===== config.mk =====
export PLATFORM = sky130hd
export DESIGN_NAME = mem_arbiter
export DESIGN_NICKNAME = d
export VERILOG_FILES = /design/src/rtl/mem_arbiter.sv
export SDC_FILE = /design/constraint.sdc
export NUM_CORES = 1
export LEC_CHECK = 0
export CAP_MARGIN = 20
export CORE_ASPECT_RATIO = 0.7
export CORE_MARGIN = 1
export CORE_UTILIZATION = 29
export DETAILED_ROUTE_END_ITERATION = 10
export HOLD_SLACK_MARGIN = 0.02
export PLACE_DENSITY_LB_ADDON = 0.08
export SYNTH_ARGS = -nofsm -noshare
export SYNTH_HDL_FRONTEND = slang
export SYNTH_SLANG_ARGS = --single-unit

===== constraint.sdc =====
create_clock -name clk -period 4.61 [get_ports clk]
set_input_delay 0.922 -clock clk [delete_from_list [all_inputs] [get_ports clk]]
set_output_delay 0.922 -clock clk [all_outputs]
set_load 0.05 [all_outputs]

===== src/rtl/mem_arbiter.sv =====
// mem_arbiter: shares one synchronous single-port data RAM between the CPU
// load/store path and an I/O device. The CPU normally has priority, but the
// device is guaranteed a slot after STARVE_MAX consecutive CPU wins while it
// waits. All datapath/handshake outputs are combinational from the current
// state and inputs; only the FSM state and the starvation counter are stored.
module mem_arbiter #(
    parameter int DATA_W     = 8,
    parameter int ADDR_W     = 8,
    parameter int STARVE_MAX = 4
) (
    input  logic              clk,
    input  logic              reset,

    // CPU (control unit) side
    input  logic              cpu_read,
    input  logic              cpu_write,
    input  logic [ADDR_W-1:0] cpu_addr,
    input  logic [DATA_W-1:0] cpu_wdata,
    output logic [DATA_W-1:0] cpu_rdata,
    output logic              cpu_stall,

    // I/O device side
    input  logic              dev_req,
    input  logic              dev_we,
    input  logic [ADDR_W-1:0] dev_addr,
    input  logic [DATA_W-1:0] dev_wdata,
    output logic              dev_gnt,
    output logic [DATA_W-1:0] dev_rdata,
    output logic              dev_rvalid,

    // Synchronous single-port RAM
    output logic              mem_en,
    output logic              mem_we,
    output logic [ADDR_W-1:0] mem_addr,
    output logic [DATA_W-1:0] mem_wdata,
    input  logic [DATA_W-1:0] mem_rdata
);

    typedef enum logic [1:0] {
        IDLE        = 2'd0,
        CPU_RD_WAIT = 2'd1,
        DEV_RD_WAIT = 2'd2
    } state_t;

    // Counter limit narrowed to the 4-bit counter width.
    localparam logic [3:0] STARVE_LIM = 4'(STARVE_MAX);

    state_t     state_q, state_d;
    logic [3:0] starve_q, starve_d;

    logic cpu_req;
    logic dev_win;
    logic cpu_win;

    // Arbitration decision for the current IDLE cycle; a simultaneous read and
    // write from the CPU counts as a single write request.
    always_comb begin
        cpu_req = cpu_read | cpu_write;
        dev_win = 1'b0;
        cpu_win = 1'b0;
        if (!reset && state_q == IDLE) begin
            dev_win = dev_req && (!cpu_req || starve_q == STARVE_LIM);
            cpu_win = cpu_req && !dev_win;
        end
    end

    // Next-state and output decode; the RAM is only ever driven from IDLE.
    always_comb begin
        state_d    = state_q;
        mem_en     = 1'b0;
        mem_we     = 1'b0;
        mem_addr   = '0;
        mem_wdata  = '0;
        cpu_stall  = 1'b0;
        cpu_rdata  = '0;
        dev_gnt    = 1'b0;
        dev_rdata  = '0;
        dev_rvalid = 1'b0;

        if (reset) begin
            // Nothing is issued while held in reset; the CPU is simply told
            // that any request it presents is not being served.
            cpu_stall = cpu_req;
        end else begin
            unique case (state_q)
                IDLE: begin
                    if (dev_win) begin
                        dev_gnt   = 1'b1;
                        mem_en    = 1'b1;
                        mem_we    = dev_we;
                        mem_addr  = dev_addr;
                        mem_wdata = dev_wdata;
                        cpu_stall = cpu_req;
                        if (!dev_we) begin
                            state_d = DEV_RD_WAIT;
                        end
                    end else if (cpu_win) begin
                        mem_en   = 1'b1;
                        mem_addr = cpu_addr;
                        if (cpu_write) begin
                            mem_we    = 1'b1;
                            mem_wdata = cpu_wdata;
                        end else begin
                            cpu_stall = 1'b1;
                            state_d   = CPU_RD_WAIT;
                        end
                    end
                end

                CPU_RD_WAIT: begin
                    cpu_rdata = mem_rdata;
                    state_d   = IDLE;
                end

                DEV_RD_WAIT: begin
                    dev_rvalid = 1'b1;
                    dev_rdata  = mem_rdata;
                    cpu_stall  = cpu_req;
                    state_d    = IDLE;
                end

                default: begin
                    state_d = IDLE;
                end
            endcase
        end
    end

    // Starvation counter: counts CPU wins while the device is waiting and is
    // cleared as soon as the device is served or stops asking.
    always_comb begin
        starve_d = starve_q;
        if (dev_win || !dev_req) begin
            starve_d = 4'd0;
        end else if (cpu_win && starve_q < STARVE_LIM) begin
            starve_d = starve_q + 4'd1;
        end
    end

    // State registers; reset drops any read that was in flight.
    always_ff @(posedge clk or posedge reset) begin
        if (reset) begin
            state_q  <= IDLE;
            starve_q <= 4'd0;
        end else begin
            state_q  <= state_d;
            starve_q <= starve_d;
        end
    end

endmodule


==> PnR_summary.wiki, run 1 <==
{| class="wikitable"
! Metric !! Value
|-
| Path type of the worst min-delay path || flip-flop to flip-flop
|-
| WL per Instance || 14.7 um
|-
| Total routing resource utilization after global routing || 21.9%
|-
| Clock H-tree levels || 1
|-
| Routed vias || about 990
|-
| Initial DRT Pass Iterations || 4
|-
| Largest family of logic cells by synthesized area || compound AO/OA/AOI/OAI gates
|-
| Post-layout utilization of the core || 68.1%
|-
| Pin slew with the least headroom to its limit || ~690 ps
|-
| Setup repair after global routing missed its margin || false
|-
| Area leader, netlist || sky130_fd_sc_hd__dfrtp_1
|-
| Die area || 2640 sq um
|-
| Number of enable-type register cells in the synthesized netlist || 0
|-
| Growth of design area from synthesis to finish || 115%
|-
| Flop and latch count out of synthesis || 6
|-
| Internal power contribution || between 150 and 200 uW
|-
| Total of max-cap violations || 0
|-
| Worst path required time || 3690 ps
|-
| Estimated wirelength of the detail-placed design || 2310 um
|-
| Number of antenna diodes || 0
|-
| Ys Warns || 0
|-
| Period Utilization, post-route || 88.2%
|-
| Clock slew seen by the registers of the worst setup and hold paths || 40 ps
|-
| Adder-Cell Fraction of Synth Area || 3.55%
|-
| Gate power share || 59.7%
|-
| Effective utilization at floorplan || 31.7%
|-
| Total negative slack for setup checks || 0 ps
|-
| Layout cell share with drive strength beyond 1 || 17.3%
|-
| Hold Vio Cnt, Final || 0
|-
| Cell family contributing the most delay on the critical path || buffers and inverters
|-
| Cell depth of the worst min-delay path || 2
|-
| Most frequently used cell type in the post-synthesis netlist || sky130_fd_sc_hd__a22o_1
|-
| Number of nets still failing antenna checks after routing || 0
|-
| Count of hold buffers inserted by post-cts repair || 0
|-
| Number of sinks on the clock net || 6
|-
| Clock network power share || 18.9%
|-
| Post-cts gate resize count || 0
|-
| Post-route DRC violation count || 0
|-
| Vias in the first global route || 953
|-
| Endpoint of the lowest-slack register-to-register path || state_q[1]
|-
| TritonCTS clock tree || yes
|-
| TritonCTS Buffers || 3
|-
| Placement Rows || 14
|-
| Nature of the critical path startpoint || input pin
|-
| Vert. Die Dim || approximately 43 um
|-
| Insertion delay to the later sink of the worst-skew pair || 260 ps
|-
| Seq pwr share || 21.4%
|-
| R2R Path Start || starve_q[0]
|-
| Number of buffers inserted by post-CTS setup repair || 0
|-
| Avg Inst Size Synth || 8.71 sq um
|-
| Highest net fanout along the worst path || 9
|-
| Final setup skew || 2.24 ps
|-
| Mapped Cells || slightly above 80
|-
| Slew headroom || about 54%
|-
| Worst-path cell with the longest stage delay || sky130_fd_sc_hd__clkdlybuf4s50_1
|-
| Count of buffers from port buffering || between 80 and 90
|-
| Overall routed net length || roughly 2800 um
|-
| Cell with the most instances on the worst path || sky130_fd_sc_hd__clkdlybuf4s50_1
|-
| Fraction of the mapped netlist area in compound gates || about a third
|-
| Mux contribution to synthesized area || 0%
|-
| Capture endpoint of the worst hold path || starve_q[3]
|-
| Worst setup path category || input pin to output pin
|-
| Async set-or-reset flop fraction in the synthesized netlist || 100%
|-
| Most used flip-flop cell after synthesis || sky130_fd_sc_hd__dfrtp_1
|-
| Cell area after technology mapping || ~700 sq um
|-
| Net switching share of the total power || 42.2%
|-
| WP data arrival || approximately 3100 ps
|-
| Library cell used as clock root buffer || sky130_fd_sc_hd__clkbuf_4
|-
| Wire length of the first global-routing pass || 4220 um
|-
| Number of violations reported at the end of detailed-routing iteration 0 || 57
|-
| Net Sw Power || about 110 uW
|-
| PnR Total Power || approximately 270 uW
|-
| Pwr per Cell Area || ~180 nW/um^2
|-
| Register-to-register setup slack || around 2900 ps
|-
| Number of failing setup endpoints in the final timing report || 0
|-
| Sequential area share after synthesis || between 20% and 30%
|-
| Pin count of the biggest net entering global routing || 23
|-
| Overflow left after global routing || 0
|-
| Max clock buf depth || 2
|-
| Nets || 212
|-
| Max Clock Freq || 0.246 GHz
|-
| Number of primary I/O pins || 83
|-
| Synth top cells by count || sky130_fd_sc_hd__a22o_1, sky130_fd_sc_hd__and2_1, sky130_fd_sc_hd__dfrtp_1, sky130_fd_sc_hd__inv_1
|-
| Shortest clock period the worst path allows after layout || 4070 ps
|-
| Run status || finished clean
|-
| Number of antenna violations at the first check in global routing || 0
|-
| Bufs and invs on worst path || 2
|-
| Synth Net Count || 129
|-
| Area share of the largest cell type after synthesis || 21.3%
|-
| Unique masters post-synth || 28
|-
| Critical Path End Type || output pin
|-
| Via/cell ratio || 5.08
|-
| Hold Startpoint || starve_q[3]
|-
| CP peak stage delay || 800 ps
|-
| Leakage power of the design || 0.000651 uW
|-
| Worst reg-to-reg path cell count || 6
|-
| Area contributors post-synth || sky130_fd_sc_hd__dfrtp_1, sky130_fd_sc_hd__a22o_1, sky130_fd_sc_hd__and2_1
|-
| Worst ir drop on vdd || 144 uV
|-
| Floorplan core area || 2220 sq um
|-
| Simple-gate area share of the yosys netlist || between 30% and 40%
|-
| Floorplan die width || 61.0 um
|-
| GPL Wtd Cong || 0.796
|-
| Crit path cell chain || clkdlybuf4s50_1, nor3b_1, and2_1, clkdlybuf4s50_1
|-
| XOR/XNOR Fraction of Synth Area || 0%
|-
| Final number of max-transition violations || 0
|}
metal layers:
metal | up-vias | part of all wire (%) | wire length, um | GRT usage [%]
met5 | - | 0 | 0 | 0
met1 | 476 | 41 | 1180 | 26.6
met3 | 4 | 5.8 | 164 | 6.10
li1 | 469 | - | - | -
met2 | 37 | 52 | 1480 | 37.6
met4 | 0 | 0.70 | 20 | 5.45
layout by cell type, fill, tap and decap left out, drive strengths merged:
| cell type | instances |
|---|---|
| a31o | 2 |
| clkbuf | 3 |
| nor3b | 3 |
| inv | 6 |
| nor3 | 3 |
| a211oi | 2 |
| nor2 | 2 |
| nor4 | 1 |
| a21o | 1 |
| buf | 19 |
| nand4b | 1 |
| a221oi | 1 |
| a22o | 17 |
| a32o | 1 |
| clkdlybuf4s50 | 65 |
| ha | 2 |
| or3b | 1 |
| or3 | 1 |
| a41oi | 1 |
| or2 | 1 |
| nand4 | 2 |
| dfrtp | 6 |
| nand2b | 1 |
| a21oi | 2 |
| and3 | 2 |
| and2 | 16 |
state kept, by name, summed over array words and instances, names as in the netlist:
register	cells
state_q	2
starve_q	4
power by group through the flow:
stage	clock network [uW]	registers (uW)	logic (uW)
CTS	52.3	57.9	162
floorplan	0	58.1	91.7
finish	51.3	58.0	162
detailed placement	0	58.7	161
global route	53.4	58.5	169
global placement	0	58.5	158
worst max path at each step:
stage | startpoint | endpoint | cells past startpoint
finish | reset | cpu_rdata[6] | 4
global route | reset | cpu_rdata[7] | 4
CTS | reset | cpu_rdata[6] | 4
detailed placement | reset | cpu_rdata[2] | 4
global placement | reset | cpu_rdata[0] | 4
floorplan | reset | dev_rdata[0] | 3
cell families after synthesis:
kind of cell | Yosys count
buffers and inverters | 12
adders and majority gates | 2
DFF | 6
AOI/OAI and AO/OA | 27
and+or+nand+nor | 34
per-stage QoR:
stage | hold WS (ps) | std cells | setup slack, ps | instance area [sq um]
final | 565 | 194 | 544 | 1510
after detailed placement | 558 | 191 | 519 | 1490
after floorplan | 511 | 81 | 632 | 706
after global placement | 524 | 191 | 647 | 1490
after global routing | 578 | 194 | 335 | 1510
after CTS | 561 | 194 | 513 | 1510
area by class of cell:
type	count	area [sq um]
timing repair buffer	84	793
multi-input combinational	63	485
tap	32	40.0
clock buffer	3	22.5
sequential	6	150
inverter	6	22.5
fill	189	711
tightest hold or removal path, cell delays in order (launching register included):
cell	delay, ps
sky130_fd_sc_hd__dfrtp_1	390
sky130_fd_sc_hd__inv_1	80
sky130_fd_sc_hd__nor3_1	50
No activity file was read; power rests on OpenSTA's default activity.
==> run 2: changes to the inputs <==
CORE_MARGIN = 2   (was 1)
==> run 2 against run 1 <==
Against the previous run: non-clock buffer count is the same; critical path depth unchanged; cell area is the same; maximum frequency is 0.51% lower; clock skew is 1.6 ps higher; clock power decreased by 4.7%; via count shrank 6.7%; global-route usage down 3.2 points; critical endpoint is now cpu_rdata[7].
==> PnR_summary.wiki, run 2 (synthesized netlist as in run 1, its figures left out) <==
{| class="wikitable"
! Metric !! Value
|-
| Register-to-register setup slack || around 3000 ps
|-
| Worst path required time || 3690 ps
|-
| Endpoint of the lowest-slack register-to-register path || state_q[1]
|-
| Gate power share || about three fifths
|-
| Number of violations reported at the end of detailed-routing iteration 0 || 38
|-
| Leakage power of the design || 0.000651 uW
|-
| Total of max-cap violations || 0
|-
| Cell area after layout || around 1500 sq um
|-
| Number of inserted filler cells in the final layout || 202
|-
| Number of buffers inserted by post-CTS setup repair || 0
|-
| TritonCTS Buffers || 3
|-
| Number of failing setup endpoints in the final timing report || 0
|-
| Clock slew seen by the registers of the worst setup and hold paths || roughly 50 ps
|-
| Net Sw Power || 111 uW
|-
| Post-route DRC violation count || 0
|-
| Via/cell ratio || 4.74
|-
| Overall routed net length || 2760 um
|-
| Hold Startpoint || starve_q[3]
|-
| Critical Path End Type || output pin
|-
| Wire length of the first global-routing pass || 4150 um
|-
| Worst setup path category || input pin to output pin
|-
| Worst ir drop on vdd || ~150 uV
|-
| Vias in the first global route || 928
|-
| Pin count of the biggest net entering global routing || 23
|-
| Period Utilization, post-route || 88.6%
|-
| Nature of the critical path startpoint || input pin
|-
| GPL Wtd Cong || 0.846
|-
| Estimated wirelength of the detail-placed design || ~2300 um
|-
| Growth of design area from synthesis to finish || 115%
|-
| Internal power contribution || 157 uW
|-
| Capture endpoint of the worst hold path || starve_q[3]
|-
| Vert. Die Dim || 45.3 um
|-
| R2R Path Start || starve_q[0]
|-
| Final number of max-transition violations || 0
|-
| Floorplan die width || ~63 um
|-
| Clock H-tree levels || 1
|-
| Hold Vio Cnt, Final || 0
|-
| Commonest non-fill, non-tap cell in the layout || sky130_fd_sc_hd__clkdlybuf4s50_1
|-
| Initial DRT Pass Iterations || 3
|-
| Path type of the worst min-delay path || flip-flop to flip-flop
|-
| Slew headroom || 56.1%
|-
| Effective utilization at floorplan || 31.7%
|-
| Register bank with the most flops || starve_q
|-
| Pwr per Cell Area || 177 nW/um^2
|-
| Placement Rows || 14
|-
| Routed vias || 920
|-
| TritonCTS clock tree || yes
|-
| Fin Hold WS || 555 ps
|-
| Total routing resource utilization after global routing || a little under a fifth
|-
| Number of primary I/O pins || 83
|-
| Highest net fanout along the worst path || 9
|-
| Max Clock Freq || 0.245 GHz
|-
| Count of hold buffers inserted by post-cts repair || 0
|-
| Pin slew with the least headroom to its limit || 657 ps
|-
| Total negative slack for setup checks || 0 ps
|-
| Shortest clock period the worst path allows after layout || 4090 ps
|-
| Cell depth of the worst min-delay path || 2
|-
| Run status || finished clean
|-
| Number of flip-flops in the largest register || 4
|-
| Insertion delay to the later sink of the worst-skew pair || about 250 ps
|-
| Count of buffers from port buffering || 82
|-
| Max clock buf depth || 2
|-
| Setup repair after global routing missed its margin || false
|-
| Total cell area at the placement stage || around 1500 sq um
|-
| Overflow left after global routing || 0
|-
| Floorplan core area || 2220 sq um
|-
| Post-cts gate resize count || 0
|-
| WL per Instance || 14.2 um
|-
| Final setup skew || 3.83 ps
|-
| Clock network power share || between 10% and 20%
|-
| Die area || 2850 sq um
|-
| Number of nets still failing antenna checks after routing || 0
|-
| Nets || 212
|-
| Layout cell share with drive strength beyond 1 || between 10% and 20%
|-
| WP data arrival || ~3200 ps
|-
| Worst reg-to-reg path cell count || 6
|-
| Net switching share of the total power || between 40% and 50%
|-
| Largest registers || starve_q: 4 flops, state_q: 2 flops
|-
| Seq pwr share || a little over a fifth
|-
| Number of sinks on the clock net || 6
|-
| Commonest non-fill, non-tap cells in the layout || sky130_fd_sc_hd__clkdlybuf4s50_1, sky130_fd_sc_hd__buf_4, sky130_fd_sc_hd__a22o_1, sky130_fd_sc_hd__and2_1
|-
| Library cell used as clock root buffer || sky130_fd_sc_hd__clkbuf_4
|-
| Number of antenna diodes || 0
|-
| Number of antenna violations at the first check in global routing || 0
|}
==> run 2: power by group through the flow <==
stage	Sequential (uW)	Clock [uW]	Combinational [uW]
floorplan	58.1	0	91.7
global placement	58.5	0	158
detailed placement	58.7	0	161
CTS	57.9	51.6	162
global route	58.3	54.6	169
finish	58.1	48.9	161
==> run 2: layer usage <==
| layer | wire length (um) | track usage (%) |
|---|---|---|
| met5 | 0 | 0 |
| met4 | 27 | 1.78 |
| met3 | 141 | 5.99 |
| met2 | 1410 | 35.1 |
| met1 | 1180 | 22.0 |
==> run 2: metrics by stage <==
stage                     utilization (%)  total power (uW)  setup WS, ps  instances
after floorplan                         -               150           632         81
after global placement               67.0               217           656        191
after detailed placement             67.0               220           527        191
after CTS                            68.1               271           512        194
after global routing                 68.1               282           371        194
final                                68.1               268           523        194
==> run 2: layout make-up <==
class	count	area (sq um)	area share, %
sequential	6	150	9.92
tap	32	40.0	2.64
inverter	6	22.5	1.49
timing repair buffer	84	793	52.4
multi-input combinational	63	485	32.1
clock buffer	3	22.5	1.49
==> run 2: how the worst max path moves through the flow <==
| stage | startpoint | end | slack [ps] | cells after the start |
|---|---|---|---|---|
| 2_1_floorplan | reset | dev_rdata[0] | 630 | 3 |
| 3_3_place_gp | reset | cpu_rdata[1] | 660 | 4 |
| 3_5_place_dp | reset | cpu_rdata[7] | 530 | 4 |
| 4_1_cts | reset | cpu_rdata[7] | 510 | 4 |
| 5_1_grt | reset | cpu_rdata[7] | 370 | 4 |
| 6_report | reset | cpu_rdata[7] | 520 | 4 |
==> run 2: critical path, stage by stage <==
cell and delay [ps]:
sky130_fd_sc_hd__clkdlybuf4s50_1 560, sky130_fd_sc_hd__nor3b_1 610, sky130_fd_sc_hd__and2_1 240, sky130_fd_sc_hd__clkdlybuf4s50_1 830
==> run 3: changes to the inputs <==
CORE_ASPECT_RATIO = not set   (was 0.7)
GPL_TIMING_DRIVEN = 0   (was not set)
==> run 3 against run 2 <==
Against the previous run: maximum frequency decreased by 1.6%; critical path depth increased by 2; sequential power about the same; count of clock-buffer cells in the layout unchanged; clock skew decreased by 2.0 ps; first-iteration DRC count decreased by 76%; via count increased by 4.8%; clock power decreased by 7.2%; sequential share of layout area decreased by 0.38 points; cell area increased by 4.0%; core utilization increased by 1.8 points; largest power group unchanged.
==> PnR_summary.wiki, run 3 (synthesized netlist as in run 1, its figures left out) <==
{| class="wikitable"
! Metric !! Value
|-
| Number of sinks on the clock net || 6
|-
| Count of hold buffers inserted by post-cts repair || 0
|-
| Estimated wirelength of the detail-placed design || 2610 um
|-
| WP data arrival || 3230 ps
|-
| Register bank with the most flops || starve_q
|-
| Overall routed net length || 3040 um
|-
| Final setup skew || between 1.5 and 2 ps
|-
| Cell count after placement || between 150 and 200
|-
| Endpoint of the lowest-slack register-to-register path || state_q[1]
|-
| Gate power share || approximately three fifths
|-
| Final number of max-transition violations || 0
|-
| Routed vias || 964
|-
| Clock network power share || 16.8%
|-
| TritonCTS Buffers || 3
|-
| Worst path required time || 3690 ps
|-
| Leakage power of the design || 0.000637 uW
|-
| Pin slew with the least headroom to its limit || approximately 780 ps
|-
| Internal power contribution || 162 uW
|-
| WL per Instance || 15.8 um
|-
| Commonest non-fill, non-tap cell in the layout || sky130_fd_sc_hd__clkdlybuf4s50_1
|-
| Post-route DRC violation count || 0
|-
| Setup repair after global routing missed its margin || false
|-
| Path type of the worst min-delay path || flip-flop to flip-flop
|-
| Initial DRT Pass Iterations || 4
|-
| Largest registers || starve_q: 4 flops, state_q: 2 flops
|-
| Die area || 2840 sq um
|-
| Floorplan die width || 53.3 um
|-
| Highest net fanout along the worst path || 10
|-
| Period Utilization, post-route || about 90%
|-
| Placement Rows || 17
|-
| R2R Path Start || starve_q[0]
|-
| Shortest clock period the worst path allows after layout || 4150 ps
|-
| Nets || 215
|-
| Via/cell ratio || 4.99
|-
| Top Metal Used || met3
|-
| Max clock buf depth || 2
|-
| Number of antenna violations at the first check in global routing || 0
|-
| TritonCTS clock tree || yes
|-
| Worst setup path category || input pin to output pin
|-
| Hold Vio Cnt, Final || 0
|-
| Slew headroom || 47.7%
|-
| Critical Path End Type || output pin
|-
| Routed length on met1 || around 1200 um
|-
| Worst reg-to-reg path cell count || 6
|-
| Count of buffers from port buffering || 81
|-
| Number of antenna diodes || 0
|-
| Cell depth of the worst min-delay path || 2
|-
| Number of violations reported at the end of detailed-routing iteration 0 || 9
|-
| Library cell used as clock root buffer || sky130_fd_sc_hd__clkbuf_4
|-
| Capture endpoint of the worst hold path || starve_q[3]
|-
| Total routing resource utilization after global routing || between 20 and 25%
|-
| Number of nets still failing antenna checks after routing || 0
|-
| Count of non-filler cells in the finished layout || 193
|-
| Start point of the critical path || dev_req
|-
| Floorplan core area || 2250 sq um
|-
| Insertion delay to the later sink of the worst-skew pair || 240 ps
|-
| Register-to-register setup slack || between 3000 and 4000 ps
|-
| Met3 wirelength from detailed routing || approximately 280 um
|-
| Hold Startpoint || starve_q[3]
|-
| Number of primary I/O pins || 83
|-
| Number of failing setup endpoints in the final timing report || 0
|-
| Number of inserted filler cells in the final layout || 207
|-
| Max Clock Freq || 0.241 GHz
|-
| Area used by sequential logic in the layout || 150 sq um
|-
| GPL Wtd Cong || between 0.8 and 0.9
|-
| Worst ir drop on vdd || 201 uV
|-
| Vert. Die Dim || 53.3 um
|-
| Number of flip-flops in the largest register || 4
|-
| Total of max-cap violations || 0
|-
| Effective utilization at floorplan || 31.3%
|-
| Pin count of the biggest net entering global routing || 11
|-
| Clock slew seen by the registers of the worst setup and hold paths || 40 ps
|-
| Growth of design area from synthesis to finish || 123%
|-
| Post-cts gate resize count || 0
|-
| Layout cell share with drive strength beyond 1 || 8.48%
|-
| Number of buffers inserted by post-CTS setup repair || 0
|-
| Commonest non-fill, non-tap cells in the layout || sky130_fd_sc_hd__clkdlybuf4s50_1, sky130_fd_sc_hd__a22o_1, sky130_fd_sc_hd__and2_1, sky130_fd_sc_hd__inv_1, sky130_fd_sc_hd__dfrtp_1
|-
| Met2 Wirelength || 1520 um
|-
| Pwr per Cell Area || 171 nW/um^2
|-
| Nature of the critical path startpoint || input pin
|-
| Net switching share of the total power || 40.0%
|-
| Area taken by multi-input logic gates || 485 sq um
|-
| Wire length of the first global-routing pass || 4520 um
|-
| Total negative slack for setup checks || 0 ps
|-
| Seq pwr share || 21.5%
|-
| Net Sw Power || 108 uW
|-
| Clock H-tree levels || 1
|-
| Overflow left after global routing || 0
|-
| Run status || finished clean
|-
| Vias in the first global route || between 900 and 1000
|}
## run 3: changes by cell type in the layout (fill, tap and decap cells not counted), sizes merged
cell	change
clkbuf	+1
clkdlybuf4s50	+16
buf	-14
## run 3: layout make-up
cell class                 count  area share (%)
timing repair buffer          81            51.5
multi-input combinational     63            30.8
sequential                     6            9.54
buffer                         6            3.02
tap                           28            2.23
clock buffer                   3            1.43
inverter                       6            1.43
## run 3: critical path, stage by stage
cell	delay [ps]
sky130_fd_sc_hd__clkdlybuf4s50_1	520
sky130_fd_sc_hd__or3b_1	420
sky130_fd_sc_hd__a21oi_4	240
sky130_fd_sc_hd__buf_6	170
sky130_fd_sc_hd__a22o_1	140
sky130_fd_sc_hd__clkdlybuf4s50_1	810
## run 3: worst max-delay path by stage
| stage | endpoint | slack (ps) | cells after the start |
|---|---|---|---|
| after floorplan | dev_rdata[0] | 630 | 3 |
| after global placement | mem_wdata[5] | 470 | 6 |
| after detailed placement | mem_wdata[6] | 460 | 6 |
| after CTS | mem_wdata[6] | 460 | 6 |
| after global routing | mem_wdata[6] | 350 | 6 |
| final | mem_wdata[1] | 460 | 6 |
## run 3: routing by layer
metal  vias to the layer above  global-route usage, %
li1                        477                      -
met2                        43                   38.5
met4                         0                   6.84
met5                         -                      0
met3                         0                   4.52
met1                       444                   25.3
## run 3: through the flow
step	utilization (%)	setup slack [ps]	total power (uW)	hold WS [ps]	area, sq um
floorplan	-	632	150	511	706
global placement	68.8	475	222	530	1550
detailed placement	68.8	465	225	548	1550
CTS	69.8	455	273	557	1570
global route	69.8	351	282	584	1570
finish	69.8	455	269	563	1570
## run 3: power by group through the flow
stage,logic (uW),registers (uW),clock network (uW)
final,166,58.0,45.4
after global routing,175,58.4,49.2
after CTS,167,57.9,48.5
after detailed placement,166,58.6,0
after global placement,163,58.5,0
after floorplan,91.7,58.1,0
